### config.mk
export PLATFORM = sky130hd
export DESIGN_NAME = commit_id_dispatch
export DESIGN_NICKNAME = d
export VERILOG_FILES = /design/src/rtl/commit_id_dispatch_pkg.sv /design/src/rtl/commit_id_dispatch_slot.sv /design/src/rtl/commit_id_dispatch.sv
export SDC_FILE = /design/constraint.sdc
export NUM_CORES = 1
export LEC_CHECK = 0
export BUFFER_PORTS_ARGS = -buffer_cell sky130_fd_sc_hd__buf_2
export CORE_MARGIN = 4
export CORE_UTILIZATION = 45
export DETAILED_ROUTE_END_ITERATION = 8
export GPL_ROUTABILITY_DRIVEN = 1
export PLACE_DENSITY = 0.82
export SYNTH_ARGS = -nofsm -noshare
export SYNTH_HDL_FRONTEND = slang
export SYNTH_SLANG_ARGS = --single-unit
### constraint.sdc
create_clock -name clk -period 2.33 [get_ports clk]
set_input_delay 0.466 -clock clk [delete_from_list [all_inputs] [get_ports clk]]
set_output_delay 0.466 -clock clk [all_outputs]
set_load 0.02 [all_outputs]
### src/rtl/commit_id_dispatch_pkg.sv
// Shared constants for the issue side of the commit_id handshake.
// Branch indices and id width are used by both dispatch and commit.
package commit_id_dispatch_pkg;

    localparam int COMMIT_ID_WIDTH = 9;

    localparam int N_INSTR_BRANCHES  = 3;
    localparam int INSTR_BRANCH_ALU  = 0;
    localparam int INSTR_BRANCH_MAC  = 1;
    localparam int INSTR_BRANCH_LSU  = 2;

    localparam int BRANCH_WIDTH =
        (N_INSTR_BRANCHES > 1) ? $clog2(N_INSTR_BRANCHES) : 1;

    localparam int OP_WIDTH   = 5;
    localparam int DEST_WIDTH = 4;

    typedef logic [COMMIT_ID_WIDTH-1:0] commit_id_t;

    // Ids wrap, so distance is taken modulo 2**COMMIT_ID_WIDTH.
    function automatic commit_id_t cid_distance(
        input commit_id_t head,
        input commit_id_t tail
    );
        return head - tail;
    endfunction

endpackage

### src/rtl/commit_id_dispatch_slot.sv
// One-entry valid/ready holding register feeding one execution branch.
// A drain and a load in the same cycle keep the slot full with new data.
module dispatch_slot
    import commit_id_dispatch_pkg::*;
#(
    parameter int W = 8
) (
    input  logic         clk,
    input  logic         reset,
    input  logic         load,
    input  logic         drain,
    input  logic [W-1:0] load_data,
    output logic         valid,
    output logic [W-1:0] data
);

    logic         valid_q;
    logic         valid_d;
    logic [W-1:0] data_q;
    logic [W-1:0] data_d;

    always_comb begin
        valid_d = valid_q;
        data_d  = data_q;
        if (valid_q && drain) begin
            valid_d = 1'b0;
        end
        if (load) begin
            valid_d = 1'b1;
            data_d  = load_data;
        end
    end

    always_ff @(posedge clk) begin
        if (reset) begin
            valid_q <= 1'b0;
            data_q  <= '0;
        end else begin
            valid_q <= valid_d;
            data_q  <= data_d;
        end
    end

    assign valid = valid_q;
    assign data  = data_q;

endmodule

### src/rtl/commit_id_dispatch.sv
// Tags decoded instructions with sequential commit ids and routes them
// to per-branch output slots, throttled by the commit window.
module commit_id_dispatch
    import commit_id_dispatch_pkg::*;
#(
    parameter int data_width   = 16,
    parameter int n_blocks     = 256,
    parameter int MAX_INFLIGHT = 64
) (
    input  logic                          clk,
    input  logic                          reset,
    input  logic                          enable,
    input  logic                          in_valid,
    output logic                          in_ready,
    input  logic [BRANCH_WIDTH-1:0]       in_branch,
    input  logic [$clog2(n_blocks)-1:0]   in_block,
    input  logic [OP_WIDTH-1:0]           in_op,
    input  logic [data_width-1:0]         in_a,
    input  logic [data_width-1:0]         in_b,
    input  logic [DEST_WIDTH-1:0]         in_dest,
    input  logic                          in_flag,
    input  logic [COMMIT_ID_WIDTH-1:0]    next_commit_id,
    output logic [N_INSTR_BRANCHES-1:0]   out_valid,
    input  logic [N_INSTR_BRANCHES-1:0]   out_ready,
    output logic [$clog2(n_blocks)-1:0]   out_block     [N_INSTR_BRANCHES],
    output logic [OP_WIDTH-1:0]           out_op        [N_INSTR_BRANCHES],
    output logic [data_width-1:0]         out_a         [N_INSTR_BRANCHES],
    output logic [data_width-1:0]         out_b         [N_INSTR_BRANCHES],
    output logic [DEST_WIDTH-1:0]         out_dest      [N_INSTR_BRANCHES],
    output logic                          out_flag      [N_INSTR_BRANCHES],
    output logic [COMMIT_ID_WIDTH-1:0]    out_commit_id [N_INSTR_BRANCHES],
    output logic                          idle,
    output logic                          bad_branch
);

    localparam int BLK_W = $clog2(n_blocks);
    localparam int PAY_W = COMMIT_ID_WIDTH + BLK_W + OP_WIDTH
                         + 2 * data_width + DEST_WIDTH + 1;
    localparam int PAD_N = 2 ** BRANCH_WIDTH;

    localparam logic [COMMIT_ID_WIDTH:0] MAX_W =
        (COMMIT_ID_WIDTH + 1)'(MAX_INFLIGHT);
    localparam logic [BRANCH_WIDTH:0] N_BR =
        (BRANCH_WIDTH + 1)'(N_INSTR_BRANCHES);

    commit_id_t issue_id_q;
    commit_id_t issue_id_d;
    commit_id_t in_flight;
    logic       bad_branch_q;
    logic       bad_branch_d;

    logic             in_range;
    logic             window_open;
    logic             slot_free;
    logic             accept;
    logic [PAD_N-1:0] valid_pad;
    logic [PAD_N-1:0] ready_pad;
    logic [PAY_W-1:0] in_payload;

    logic [N_INSTR_BRANCHES-1:0] load;
    logic [PAY_W-1:0]            slot_payload [N_INSTR_BRANCHES];

    always_comb begin
        in_flight   = cid_distance(issue_id_q, next_commit_id);
        window_open = ({1'b0, in_flight} < MAX_W);
        in_range    = ({1'b0, in_branch} < N_BR);

        // Padded copies let an out-of-range index be looked up safely.
        valid_pad = '0;
        ready_pad = '0;
        valid_pad[N_INSTR_BRANCHES-1:0] = out_valid;
        ready_pad[N_INSTR_BRANCHES-1:0] = out_ready;

        slot_free = !in_range
                  || !valid_pad[in_branch]
                  || ready_pad[in_branch];
        in_ready  = enable && window_open && slot_free;
        accept    = in_valid && in_ready;

        issue_id_d = issue_id_q;
        if (accept && in_range) begin
            issue_id_d = issue_id_q + 1'b1;
        end

        // Dropped instructions burn no id, so commit never waits on them.
        bad_branch_d = bad_branch_q || (accept && !in_range);

        in_payload = {issue_id_q, in_block, in_op,
                      in_a, in_b, in_dest, in_flag};
    end

    for (genvar k = 0; k < N_INSTR_BRANCHES; k++) begin : g_slot
        assign load[k] = accept && in_range
                       && (in_branch == BRANCH_WIDTH'(k));

        dispatch_slot #(
            .W (PAY_W)
        ) u_slot (
            .clk       (clk),
            .reset     (reset),
            .load      (load[k]),
            .drain     (out_ready[k]),
            .load_data (in_payload),
            .valid     (out_valid[k]),
            .data      (slot_payload[k])
        );

        assign {out_commit_id[k], out_block[k], out_op[k],
                out_a[k], out_b[k], out_dest[k],
                out_flag[k]} = slot_payload[k];
    end

    always_ff @(posedge clk) begin
        if (reset) begin
            issue_id_q   <= '0;
            bad_branch_q <= 1'b0;
        end else begin
            issue_id_q   <= issue_id_d;
            bad_branch_q <= bad_branch_d;
        end
    end

    assign bad_branch = bad_branch_q;
    assign idle       = (out_valid == '0)
                     && (issue_id_q == next_commit_id);

endmodule

==> metrics.cfg <==
[clock_network]
cts_root_buf=clkbuf_16
clk_latency_ps=420
path_clk_slew_ps=70
hold_buffers=0
cts.sinks=190
cts_tree=yes
cts_buffers=17
htree_levels=4
cts.path.max_buffers=2

[pwr]
p_int_mw=4.95
p_switching_mw=1.55
clkPwrFrac=0.442
peakVddDrop_mv=0.460
powerDensity_nw_per_um2=642
p_leak_nw=4.82
comb_power_share=0.055
switching_share=0.238
seq_power_share=0.502

[timing]
worst_slack_ps=-256
timing.final.crit_share=1.11
worstMarginPinSlew_ps=577
finalCriticalPeriod_ps=2590
slew_headroom=0.615
setup_viol=188
rsz0062_at_grt=true
skew_ps=9.66
slew_violations=0
final-hold-violation-count=0
fmax_mhz=387
hold-worst-slack_ps=304

[finish]
antenna_cells=0
drive_gt1_frac=0.376
postLayoutCellArea_sq_um=10100
fin_util=0.640
area_growth_pct=40.0
final_common_cell=buf_2
fillers=1210
final_cell_mix=buf_2 (247), dfxtp_1 (184), nor2_1 (125)
final_nets=1124
fin_cells=1276

[synth]
synth_top_area_frac=0.525
synth-edff-count=0
seq_area_frac_synth=0.525
ys_dominant_reg_cell=dfxtp_1
postSynthCellCount=762
synthTopCellsByArea=dfxtp_1 (53%), mux2i_1 (16%), nor2_1 (6.5%)
mappedNetlistNets=839
synth.largest_area_cell=dfxtp_1
ys_types=40
yosysWarnings=0
syn-cell-area_sq_um=7240
synthArstFlopShare=0
avgSynthCellArea_sq_um=9.50
ys_seq_elements=190

[floorplanning]
dieWidth_um=135
die_y_um=135
core.rowCount=46
core_sq_um=15800
initial_utilization=0.457
die_area_sq_um=18200
io-pin-count=251

[setup_path]
arrival_ps=2120
critPathCaptureType=output pin
cp-start-kind=flop
rrSetupSlack_ps=-250
critical_path_class=reg -> out
required_ps=1860
worstPathMaxFanout=4

[grt]
grt_pass1_vias=6366
grt_max_degree=67
grt_pass1_wl_um=33100
track_usage=0.228
gr-usage-met3=0.0592
overflow=0
use_met1=0.279
grt-busiest-layer=met2
antenna_found_initial=0
grtUsageMet2=0.395

[detailed_routing]
drc_errors=0
drt_wl_total_um=21700
vias=6451
initialDrtViolationCount=324
avgViaCountPerCell=5.06
drtAntennaViolNets=0
wire_per_inst_um=17.0
drtPass1Iterations=5

[outcome]
status=finished, violations left
violations=negative setup slack

[place]
dp.final_hpwl_um=13600
placed_cells_incl_taps=1219
post_dp_cell_area_sq_um=8900
gp_congestion=0.833
post-place-ws_ps=-401
io_buffers=250

[job]
maxCapViolCount=0

[worst_hold_path]
min-delay-path-class=in -> reg

==> Yosys cell counts, types with 5 or more instances <==
master / n
buf_2: 13
nand2_1: 124
clkbuf_1: 22
inv_1: 11
nor2_1: 125
ha_1: 9
buf_6: 13
o21ai_0: 5
mux2i_1: 119
nand4_1: 6
buf_4: 5
dfxtp_1: 190
a21oi_1: 73
==> through the flow <==
step / TNS, ps / total power, mW
final: -20000 / 6.50
after global routing: -43030 / 6.73
after CTS: -4890 / 6.55
after detailed placement: -48370 / 3.65
after global placement: -44560 / 3.64
after floorplan: -2450 / 3.49
==> per-layer routing <==
layer / share of wire / vias to the layer above
met4: 0.011 / 0
met2: 0.50 / 260
li1: - / 3115
met3: 0.079 / 26
met5: 0 / -
met1: 0.41 / 3050
==> sequential cells by signal (all words and copies together), names as in the netlist <==
signal / count
g_slot.u_slot.data: 177
g_slot.u_slot.valid: 3
bad_branch: 1
issue_id_q: 9
==> path summary, 6_finish.rpt <==
check	startpoint	endpoint	cells past startpoint
max reg2reg	issue_id_q[5]$_SDFFE_PP0P_	issue_id_q[4]$_SDFFE_PP0P_	11
min	in_block[3]	g_slot[1].u_slot.data[45]$_SDFFE_PP0P_	3
min reg2reg	g_slot[1].u_slot.data[1]$_SDFFE_PP0P_	g_slot[1].u_slot.data[1]$_SDFFE_PP0P_	2
max	issue_id_q[5]$_SDFFE_PP0P_	in_ready	8
==> power by group through the flow <==
stage,Sequential (mW),Combinational (mW),Clock [mW]
finish,3.27,0.359,2.88
global route,3.27,0.388,3.08
CTS,3.27,0.336,2.95
detailed placement,3.34,0.306,0
global placement,3.34,0.302,0
floorplan,3.36,0.135,0
==> worst max-delay path, cell delays in order (launching register included) <==
cell and delay (ps):
dfxtp_2 340, ha_4 260, a21o_1 170, a21oi_2 150, and3b_2 270, xnor2_4 90
buf_6 120, nor3_4 140, buf_6 150
==> layout make-up <==
| cell class | instances | area [sq um] | share of cell area |
|---|---|---|---|
| Clock inverter | 14 | 154 | 0.0152 |
| Tap cell | 216 | 270 | 0.0267 |
| Multi-Input combinational cell | 509 | 3320 | 0.327 |
| Inverter | 11 | 48.8 | 0.00482 |
| Clock buffer | 18 | 439 | 0.0433 |
| Sequential cell | 190 | 3810 | 0.376 |
| Timing Repair Buffer | 318 | 2090 | 0.207 |
==> cells by family (layout without fill, tap and decap cells) <==
family | count (synthesis) | count (layout) | synth area share
simple gates | 284 | 285 | 0.163
flops | 190 | 190 | 0.525
mux | 119 | 119 | 0.165
compound gates | 92 | 92 | 0.0727
buf+inv | 64 | 361 | 0.0515
fa+ha+maj | 9 | 9 | 0.0156
xor+xnor | 4 | 4 | 0.00691
==> repair_timing <==
item / 4_1_cts / 5_1_grt
gates resized for setup: 34 / 39
endpoints found under the setup margin: 170 / 191
pin swaps: 15 / 8
cloned: 6 / 3
setup buffers: 11 / 5
Note: power is estimated with default switching activity, not from simulation.
